<file path="src/rtl/reg_file_pkg.sv">
// Shared definitions for the register-file write arbiter.
//   RF_DEPTH / RF_ADDR_W : register file geometry (8 entries, 3-bit address)
//   arb_state_e          : arbiter state (IDLE: granting writes, CLEAR: zero-fill)
//   next_rr_ptr()        : round-robin pointer advance, modulo the requester count
package reg_file_pkg;

    localparam int unsigned RF_DEPTH  = 8;
    localparam int unsigned RF_ADDR_W = 3;

    typedef enum logic [0:0] {
        IDLE,
        CLEAR
    } arb_state_e;

    // Pointer moves to the requester just after the one that was served.
    function automatic logic [RF_ADDR_W-1:0] next_rr_ptr(input logic [RF_ADDR_W-1:0] g,
                                                         input int unsigned n);
        logic [RF_ADDR_W:0] nxt;
        nxt = {1'b0, g} + (RF_ADDR_W + 1)'(1);
        if (32'(nxt) >= n) begin
            nxt = '0;
        end
        return nxt[RF_ADDR_W-1:0];
    endfunction

endpackage

</file>
<file path="src/rtl/rr_pick.sv">
// Combinational round-robin picker.
//   valid     : request vector
//   ptr       : highest-priority requester this cycle
//   grant     : one-hot grant, zero when nothing is valid
//   grant_idx : index of the granted requester (0 when nothing is valid)
module rr_pick
    import reg_file_pkg::*;
#(
    parameter int unsigned num_req = 4
) (
    input  logic [num_req-1:0]   valid,
    input  logic [RF_ADDR_W-1:0] ptr,
    output logic [num_req-1:0]   grant,
    output logic [RF_ADDR_W-1:0] grant_idx
);

    // Pick the valid requester with the smallest circular distance from ptr.
    always_comb begin
        int unsigned best_d;
        int unsigned d;
        best_d    = num_req;
        d         = 0;
        grant_idx = '0;
        for (int unsigned i = 0; i < num_req; i++) begin
            if (i >= 32'(ptr)) begin
                d = i - 32'(ptr);
            end else begin
                d = i + num_req - 32'(ptr);
            end
            if (valid[i] && (d < best_d)) begin
                best_d    = d;
                grant_idx = RF_ADDR_W'(i);
            end
        end
        grant = '0;
        for (int unsigned i = 0; i < num_req; i++) begin
            grant[i] = (best_d < num_req) && (32'(grant_idx) == i);
        end
    end

endmodule

</file>
<file path="src/rtl/reg_file_write_arbiter.sv">
// Round-robin arbiter for the single register-file write port, plus a zero-fill
// sequencer that writes 0 to all entries on request.
//   clk, reset (sync, active-high)
//   req_valid/req_addr/req_data/req_ready : per-requester valid/ready write channel
//   clear_start : pulse to start a zero-fill; clear_busy high during its 8 writes
//   write_data/write_port/write_enable    : registered drive of the register file
//   grant_count : per-requester 8-bit saturating transfer counters, only present
//                 when WRITE_ARB_GRANT_CNT_EN is defined
module reg_file_write_arbiter
    import reg_file_pkg::*;
#(
    parameter int unsigned width   = 8,
    parameter int unsigned num_req = 4
) (
    input  logic                           clk,
    input  logic                           reset,
    input  logic [num_req-1:0]             req_valid,
    input  logic [num_req*RF_ADDR_W-1:0]   req_addr,
    input  logic [num_req*width-1:0]       req_data,
    output logic [num_req-1:0]             req_ready,
    input  logic                           clear_start,
    output logic                           clear_busy,
    output logic [width-1:0]               write_data,
    output logic [RF_ADDR_W-1:0]           write_port,
`ifdef WRITE_ARB_GRANT_CNT_EN
    output logic [num_req*8-1:0]           grant_count,
`endif
    output logic                           write_enable
);

    arb_state_e             state_q, state_d;
    logic [RF_ADDR_W-1:0]   rr_ptr_q, rr_ptr_d;
    logic [RF_ADDR_W-1:0]   clr_idx_q, clr_idx_d;
    logic                   we_q, we_d;
    logic                   busy_q, busy_d;
    logic [RF_ADDR_W-1:0]   port_q, port_d;
    logic [width-1:0]       data_q, data_d;

    logic [num_req-1:0]     pick_grant;
    logic [RF_ADDR_W-1:0]   pick_idx;
    logic                   xfer;
    logic [RF_ADDR_W-1:0]   sel_addr;
    logic [width-1:0]       sel_data;

    rr_pick #(
        .num_req (num_req)
    ) u_rr_pick (
        .valid     (req_valid),
        .ptr       (rr_ptr_q),
        .grant     (pick_grant),
        .grant_idx (pick_idx)
    );

    // clear_start and reset both suppress the grant in the same cycle.
    assign req_ready = (state_q == IDLE && !clear_start && !reset) ? pick_grant : '0;
    assign xfer      = |req_ready;

    always_comb begin
        sel_addr = '0;
        sel_data = '0;
        for (int unsigned i = 0; i < num_req; i++) begin
            if (pick_grant[i]) begin
                sel_addr = req_addr[i*RF_ADDR_W +: RF_ADDR_W];
                sel_data = req_data[i*width +: width];
            end
        end
    end

    // State register, including the registered write-port drive.
    always_ff @(posedge clk) begin
        if (reset) begin
            state_q   <= IDLE;
            rr_ptr_q  <= '0;
            clr_idx_q <= '0;
            we_q      <= 1'b0;
            busy_q    <= 1'b0;
            port_q    <= '0;
            data_q    <= '0;
        end else begin
            state_q   <= state_d;
            rr_ptr_q  <= rr_ptr_d;
            clr_idx_q <= clr_idx_d;
            we_q      <= we_d;
            busy_q    <= busy_d;
            port_q    <= port_d;
            data_q    <= data_d;
        end
    end

    // Next state. clr_idx holds the address whose zero-write is on the port now.
    always_comb begin
        state_d   = state_q;
        rr_ptr_d  = rr_ptr_q;
        clr_idx_d = clr_idx_q;
        unique case (state_q)
            IDLE: begin
                if (clear_start) begin
                    state_d   = CLEAR;
                    clr_idx_d = '0;
                end else if (xfer) begin
                    rr_ptr_d = next_rr_ptr(pick_idx, num_req);
                end
            end
            CLEAR: begin
                if (clr_idx_q == RF_ADDR_W'(RF_DEPTH - 1)) begin
                    state_d   = IDLE;
                    clr_idx_d = '0;
                end else begin
                    clr_idx_d = clr_idx_q + RF_ADDR_W'(1);
                end
            end
            default: state_d = IDLE;
        endcase
    end

    // Next registered outputs, derived from where the FSM is heading.
    always_comb begin
        we_d   = 1'b0;
        busy_d = 1'b0;
        port_d = port_q;
        data_d = data_q;
        if (state_d == CLEAR) begin
            we_d   = 1'b1;
            busy_d = 1'b1;
            port_d = clr_idx_d;
            data_d = '0;
        end else if (xfer) begin
            we_d   = 1'b1;
            port_d = sel_addr;
            data_d = sel_data;
        end
    end

    assign write_enable = we_q;
    assign clear_busy   = busy_q;
    assign write_port   = port_q;
    assign write_data   = data_q;

`ifdef WRITE_ARB_GRANT_CNT_EN
    logic [num_req-1:0][7:0] cnt_q;

    always_ff @(posedge clk) begin
        if (reset || (state_q == IDLE && clear_start)) begin
            cnt_q <= '0;
        end else begin
            for (int unsigned i = 0; i < num_req; i++) begin
                if (req_ready[i] && (cnt_q[i] != 8'hFF)) begin
                    cnt_q[i] <= cnt_q[i] + 8'd1;
                end
            end
        end
    end

    assign grant_count = cnt_q;
`endif

endmodule

</file>
<file path="config.mk">
export PLATFORM = sky130hd
export DESIGN_NAME = reg_file_write_arbiter
export DESIGN_NICKNAME = d
export VERILOG_FILES = /design/src/rtl/reg_file_pkg.sv /design/src/rtl/rr_pick.sv /design/src/rtl/reg_file_write_arbiter.sv
export SDC_FILE = /design/constraint.sdc
export NUM_CORES = 1
export LEC_CHECK = 0
export CAP_MARGIN = 20
export CORE_UTILIZATION = 25
export DETAILED_ROUTE_END_ITERATION = 16
export HOLD_SLACK_MARGIN = 0.05
export MAX_ROUTING_LAYER = met4
export PLACE_DENSITY = 0.62
export SLEW_MARGIN = 20
export SYNTH_ARGS = -nofsm -noshare
export SYNTH_HDL_FRONTEND = slang
export SYNTH_SLANG_ARGS = --single-unit
</file>
<file path="constraint.sdc">
create_clock -name clk -period 7.2 [get_ports clk]
set_input_delay 1.44 -clock clk [delete_from_list [all_inputs] [get_ports clk]]
set_output_delay 1.44 -clock clk [all_outputs]
set_load 0.01 [all_outputs]
</file>
# Word level (Yosys, flattened, before mapping)
# Index checks and enable logic that the tools add are counted.
# classes
addsub,10
n_lt_le_gt_ge,10
n_eq_ne,4
muxes,32
n_bitwise,2
n_reduce_logical,17
# op_table
op,n
32-bit two-way mux,8
32-bit less-than comparator,3
32-bit by 3-bit less-than comparator with 1-bit output (second input constant),2
8-bit two-way mux,4
3-bit two-way mux,9
3-bit by 3-bit subtractor with 4-bit output (first input constant),4
1-bit logical AND,10
1-bit by 3-bit subtractor with 4-bit output (first input constant),2
2-bit by 3-bit subtractor with 4-bit output (first input constant),2
1-bit by 3-bit >= comparator with 1-bit output (first input constant),2
2-bit by 3-bit >= comparator with 1-bit output (first input constant),2
1-bit two-way mux,6
3-bit case mux with 2 select lines,1
2-bit == test (second input constant),2
2-bit two-way mux,2
4-bit two-way mux,1
4-bit OR reduction,1
2-bit by 1-bit adder with 3-bit output (second input constant),1
3-bit by 1-bit adder with 3-bit output (second input constant),1
3-bit == test (second input constant),1
3-bit >= comparator (second input constant),1
3-bit logical NOT,1
3-bit AND reduction,1
2-bit by 1-bit == test with 1-bit output (second input constant),1
5 further kinds,7
# totals
ff_bits,20
input_bits,51
out_inout_bits,17
wordCells,82

# Logic depth before layout (Yosys ltp)
# depth
word_depth,22
mapped_depth,30
depth_no_buf,29

# Modules after synthesis
# From an unflattened synthesis, not the netlist that was laid out.
# hier_totals
hier_cells,245
hier_area_um2,1900.6
# modules_own_cells
module,instances,cells_per_inst,area_each_um2,seq_area_each_um2
reg_file_write_arbiter,1,157,1196.1,380.4
rr_pick,1,88,704.4,0.0

# Worst setup path after synthesis
# Ideal clock, no wire load.
# synth_path
path_type,input port to output port
startpoint,in req_valid[0]
endpoint,out req_ready[3]
arrival_ns,5.459
required_time_ns,5.760
path_slack_ns,0.301
path_stages,20
path_buffers,1
path_cell_list,o21ai_0 > inv_1 > nand2_1 > ha_1 > nand2_1 > o211ai_4 > and2_1 > inv_1 > ha_1 > nor4b_2 > nand2_1 > o21ai_4 > mux2_2 > ha_1 > a2111oi_4 > a221oi_1 > inv_1 > ha_1 > clkbuf_1 > and2_1
# synth_between
elab_chain_cells,14
elab_cells_between_ends,18
cone_classes,order compare: 4; eq/ne: 1; mux: 8; reduce/logical: 5
# synth_rtl
element,line_no,text
from (decl),reg_file_write_arbiter.sv:17,"input logic [num_req-1:0] req_valid,"
1-bit logical AND (*),rr_pick.sv:30,if (valid[i] && (d < best_d)) begin
32-bit two-way mux (*),rr_pick.sv:30,
32-bit less-than comparator,rr_pick.sv:30,
1-bit logical AND,rr_pick.sv:30,
32-bit two-way mux,rr_pick.sv:30,
32-bit less-than comparator,rr_pick.sv:30,
1-bit logical AND,rr_pick.sv:30,
32-bit two-way mux,rr_pick.sv:30,
32-bit less-than comparator,rr_pick.sv:30,
1-bit logical AND,rr_pick.sv:30,
32-bit two-way mux or 2-bit two-way mux (tied branches),rr_pick.sv:30,
32-bit by 3-bit less-than comparator with 1-bit output or 2-bit == test (tied branches),rr_pick.sv:37,grant[i] = (best_d < num_req) && (32'(grant_idx) == i);
1-bit logical AND (*),rr_pick.sv:37,
4-bit two-way mux (*),reg_file_write_arbiter.sv:55,assign req_ready = (state_q == IDLE && !clear_start && !reset) ? pick_grant : '0;
to (decl),reg_file_write_arbiter.sv:20,"output logic [num_req-1:0] req_ready,"
# Every way passes the cells marked *; elsewhere a longest branch is shown, timed or not.

# Worst setup path after layout
# layout_path
startpoint,in req_valid[0]
endpoint,out req_ready[0]
# layout_between
elab_chain_cells,14
elab_cells_between_ends,18
cone_classes,order compare: 4; mux: 8; reduce/logical: 6
# layout_rtl
element,line_no
1-bit logical AND (*),rr_pick.sv:30
32-bit two-way mux (*),rr_pick.sv:30
32-bit less-than comparator,rr_pick.sv:30
1-bit logical AND,rr_pick.sv:30
32-bit two-way mux,rr_pick.sv:30
32-bit less-than comparator,rr_pick.sv:30
1-bit logical AND,rr_pick.sv:30
32-bit two-way mux,rr_pick.sv:30
32-bit less-than comparator,rr_pick.sv:30
1-bit logical AND,rr_pick.sv:30
32-bit two-way mux or 2-bit two-way mux (tied branches),rr_pick.sv:30
32-bit by 3-bit less-than comparator with 1-bit output or 3-bit logical NOT (tied branches),rr_pick.sv:37
1-bit logical AND (*),rr_pick.sv:37
4-bit two-way mux (*),reg_file_write_arbiter.sv:55
# Marks and branches as above.

==> reports/qor.txt <==
CLOCK TREE
--------------------------------------------------------------------------------
Clk root buf                                                            clkbuf_8
CTS tree                                                                    done
Number of buffers on the longest clock path                                    2
Inserted Clock Buffers                                                         3
Htree depth                                                                    1
Num Clock Sinks                                                               19
Clk Latency, worst-skew pair                                             0.26 ns
Clock-pin slew on the worst setup and hold paths                         0.07 ns

CRITICAL PATH
--------------------------------------------------------------------------------
Terminus of the critical flop-to-flop path                          write_data[1]
Data required, critical path                                             5.76 ns
Data arrival time of the critical path                                   5.39 ns
Setup crit start kind                                                 input port
Minimum setup slack among reg-to-reg paths                               1.38 ns
Critical-path maximum fanout                                                   5
FF-to-FF Start                                                       rr_ptr_q[1]
Type of the setup path with the least slack                         input port to output pin
Critical path capture point type                                      output pin
Number of cells on the worst reg-to-reg path                                  27

STA
--------------------------------------------------------------------------------
Slew margin rel.                                                           59.8%
Max Clk Rate                                                             146 MHz
RSZ-0062 raised after global routing                                          no
Fin crit share                                                             94.9%
Time the worst path needs with I/O delays and setup                      6.83 ns
Pin slew with the least headroom to its limit                           0.588 ns
Setup violators final                                                          0
Final worst setup slack                                                 0.368 ns
Final hold violation count                                                     0
Max Slew Vio Count                                                             0
Final setup skew                                                      0.00517 ns
Summed negative setup slack over all endpoints                              0 ns

POWER AND IR DROP
--------------------------------------------------------------------------------
Static Leak                                                              1.10 nW
Highest ir drop seen on vdd                                            0.0782 mV
Switching Fraction                                                         42.5%
Pwr per Cell Area                                                     252 mW/mm2
Share of power burned in registers                                         18.0%
Share of power burned in combinational logic                               71.7%
Switching component of the power                                        0.304 mW
Clock share of power                                                       10.3%
Internal cell power                                                     0.412 mW

SYNTHESIS
--------------------------------------------------------------------------------
Distinct cell type count of the synthesized netlist                           49
Yosys synthesis warning count                                                  0
Yosys top cell by area                                                   dfxtp_1
Most used flip-flop cell after synthesis                                 dfxtp_1
Post-synth ARST share                                                         0%
Post-Syn Instances                                                           206
Number of enable flip-flop cells after synthesis                               0
Netlist Area Pre-Place                                               0.00175 mm2
Number of register bits inferred by synthesis                                 19
Proportion of synthesized chip area in sequential cells                    21.7%
Cell types with the largest area share after synthesis              dfxtp_1 (22%), ha_1 (14%), a221oi_1 (6.0%), nor3_1 (5.7%), nor2b_1 (4.6%)
Per-instance average area after synthesis                               8.51 um2
Synth top area share                                                       21.7%

CELLS AND AREA
--------------------------------------------------------------------------------
Final core utilization                                                     41.8%
Layout filler cell count                                                     678
Number of nets in the layout                                                 371
Area growth from synthesis to layout                                       61.9%
Design Area, Final                                                   0.00284 mm2
Share of cells above drive strength 1                                      19.4%
Diodes inserted                                                                0

ROUTING
--------------------------------------------------------------------------------
Final Routed Wirelength                                                  5100 um
Iteration-0 DRC Markers                                                       63
Routed Antenna Nets                                                            0
Detail-routed via count per cell                                            4.77
Vias                                                                        1885
Number of remaining DRC errors                                                 0
WL/cell                                                                  12.9 um
Initial DRT Pass Iterations                                                    4

FLOORPLANNING
--------------------------------------------------------------------------------
Overall die width                                                        85.7 um
Count of standard-cell rows                                                   30
Core Area                                                            0.00679 mm2
Ports                                                                         68
Die Ht                                                                   85.7 um
Area of the die                                                      0.00735 mm2
Starting density of the core                                               25.8%

MIN PATH
--------------------------------------------------------------------------------
Startpoint of the worst hold path                                   write_port[1]
Hold crit path type                                                 flip-flop to flip-flop
Worst hold path endpoint                                            write_port[1]
Min-Delay Path Depth                                                           2

GRT
--------------------------------------------------------------------------------
Number of global-route vias before repair                                   1906
Number of antenna violations at the first check in global routing              0
Largest net degree at the start of global routing                             24
First-pass GRT wire length                                               8430 um
Global-route usage over all layers                                         14.4%
GRT overflow                                                                   0

PLACE
--------------------------------------------------------------------------------
Area of placed instances                                             0.00271 mm2
Dpl ws                                                                 -0.554 ns
Half-perimeter wire length after placement                               4010 um
Routability Congestion                                                     0.789
Buffers on Ports                                                              67

FLOW RUN
--------------------------------------------------------------------------------
Number of max-cap violations                                                   0

RUN STATUS
--------------------------------------------------------------------------------
Result of the run                                                      completed

[cell usage in the layout (no fill, tap or decap), drive strengths merged, types with 2 or more instances in the layout]
cell,count
a22oi,4
o41ai,2
a2111oi,5
and3,2
o31ai,2
nor3,20
ha,20
nand2,8
a221oi,13
a211oi,3
dfxtp,19
clkdlybuf4s15,2
nor2b,13
or2,2
nor2,13
a31o,8
inv,10
o21ai,5
nor3b,3
clkbuf,5
nand2b,3
a21oi,17
clkdlybuf4s50,62
conb,5
and2,5
o211ai,2
buf,30
[registers in the layout, indices dropped and copies added, names as in the netlist]
name and cells:
clr_idx_q 3, rr_ptr_q 3, state_q 1, write_port 3, write_enable 1, write_data 8
[cell usage after synthesis (2+ instances only)]
master	number
o21ai_0	3
and3_1	2
o31ai_1	2
inv_2	2
a21oi_1	16
o41ai_1	2
a22oi_1	4
nor3_1	20
inv_1	8
nor2b_1	13
nand2_1	8
a31o_1	8
a211oi_1	2
nor3b_1	3
or2_1	2
nand2b_1	3
a2111oi_4	2
and2_1	5
dfxtp_1	19
nor2_1	13
clkbuf_1	9
a221oi_1	12
a2111oi_0	2
conb_1	2
ha_1	20
[per-stage QoR]
step / cells / hold WS [ns] / power, mW
finish: 395 / 0.472 / 0.716
global placement: 386 / 0.455 / 0.605
detailed placement: 386 / 0.465 / 0.610
CTS: 394 / 0.477 / 0.715
global route: 395 / 0.502 / 0.781
floorplan: 209 / 0.472 / 0.428
[worst max path at each step]
stage	startpoint	endpoint	slack, ns	cells past startpoint
2_1_floorplan	req_valid[0]	req_ready[3]	0.30	20
3_3_place_gp	req_valid[0]	req_ready[1]	-0.39	21
3_5_place_dp	req_valid[0]	req_ready[2]	-0.55	21
4_1_cts	req_valid[0]	req_ready[3]	0.01	24
5_1_grt	req_valid[0]	req_ready[2]	0.06	24
6_report	req_valid[0]	req_ready[0]	0.37	24
[cell type report]
cell class                      instances  area (um2)  share of cell area [%]
Tap cell                               96         120                    4.23
Inverter                               10        37.5                    1.32
Clock buffer                            3        41.3                    1.46
Sequential cell                        19         380                    13.4
Timing Repair Buffer                   97         906                    31.9
Multi-Input combinational cell        169        1350                    47.5
Clock inverter                          1        5.00                   0.176
[critical path: stages]
cell and delay [ns]:
dlymetal6s2s_1 0.14, o21ai_2 0.08, inv_1 0.09, nand2_1 0.06, ha_1 0.27, nand2_1 0.08
o211ai_4 0.19, and2_1 0.17, inv_1 0.04, ha_1 0.20, nor4b_4 0.36, nand2_2 0.12
o21ai_4 0.15, buf_6 0.14, mux2i_1 0.08, ha_1 0.29, or3_1 0.31, a21oi_1 0.15
buf_4 0.15, nor4_2 0.05, a22o_1 0.28, nor2b_2 0.16, and2_1 0.14, clkdlybuf4s15_1 0.24
[power groups by stage]
stage	Combinational [mW]	Sequential [mW]	Clock (mW)
2_1_floorplan	0.291	0.138	0
3_3_place_gp	0.475	0.131	0
3_5_place_dp	0.478	0.131	0
4_1_cts	0.510	0.129	0.0767
6_report	0.513	0.129	0.0739
5_1_grt	0.570	0.131	0.0804
[what timing repair did]
item | in CTS | in global routing
hold buffers | 0 | 0
gates resized for setup | 18 | 5
pin swaps | 4 | 3
hold endpoints to repair | 0 | 0
buffers inserted | 4 | 1
setup endpoints to repair | 4 | 4
[cell families after synthesis]
logic type                 share of synthesized area (%)
buffers and inverters                               5.00
DFF                                                 21.7
muxes                                               1.21
AOI/OAI and AO/OA                                   32.5
adders and majority gates                           14.3
other                                              0.428
and+or+nand+nor                                     24.3
xor gates and xnor gates                           0.500
[metal layers]
layer  vias to the layer above  global-route usage [%]  wire length [um]
li1                        961                       -                 -
met1                       873                    17.3              2380
met2                        49                    24.7              2380
met3                         2                    3.37               324
met4                         0                    2.88                16
met5                         -                       -                 0
Note: power is estimated with default switching activity, not from simulation.
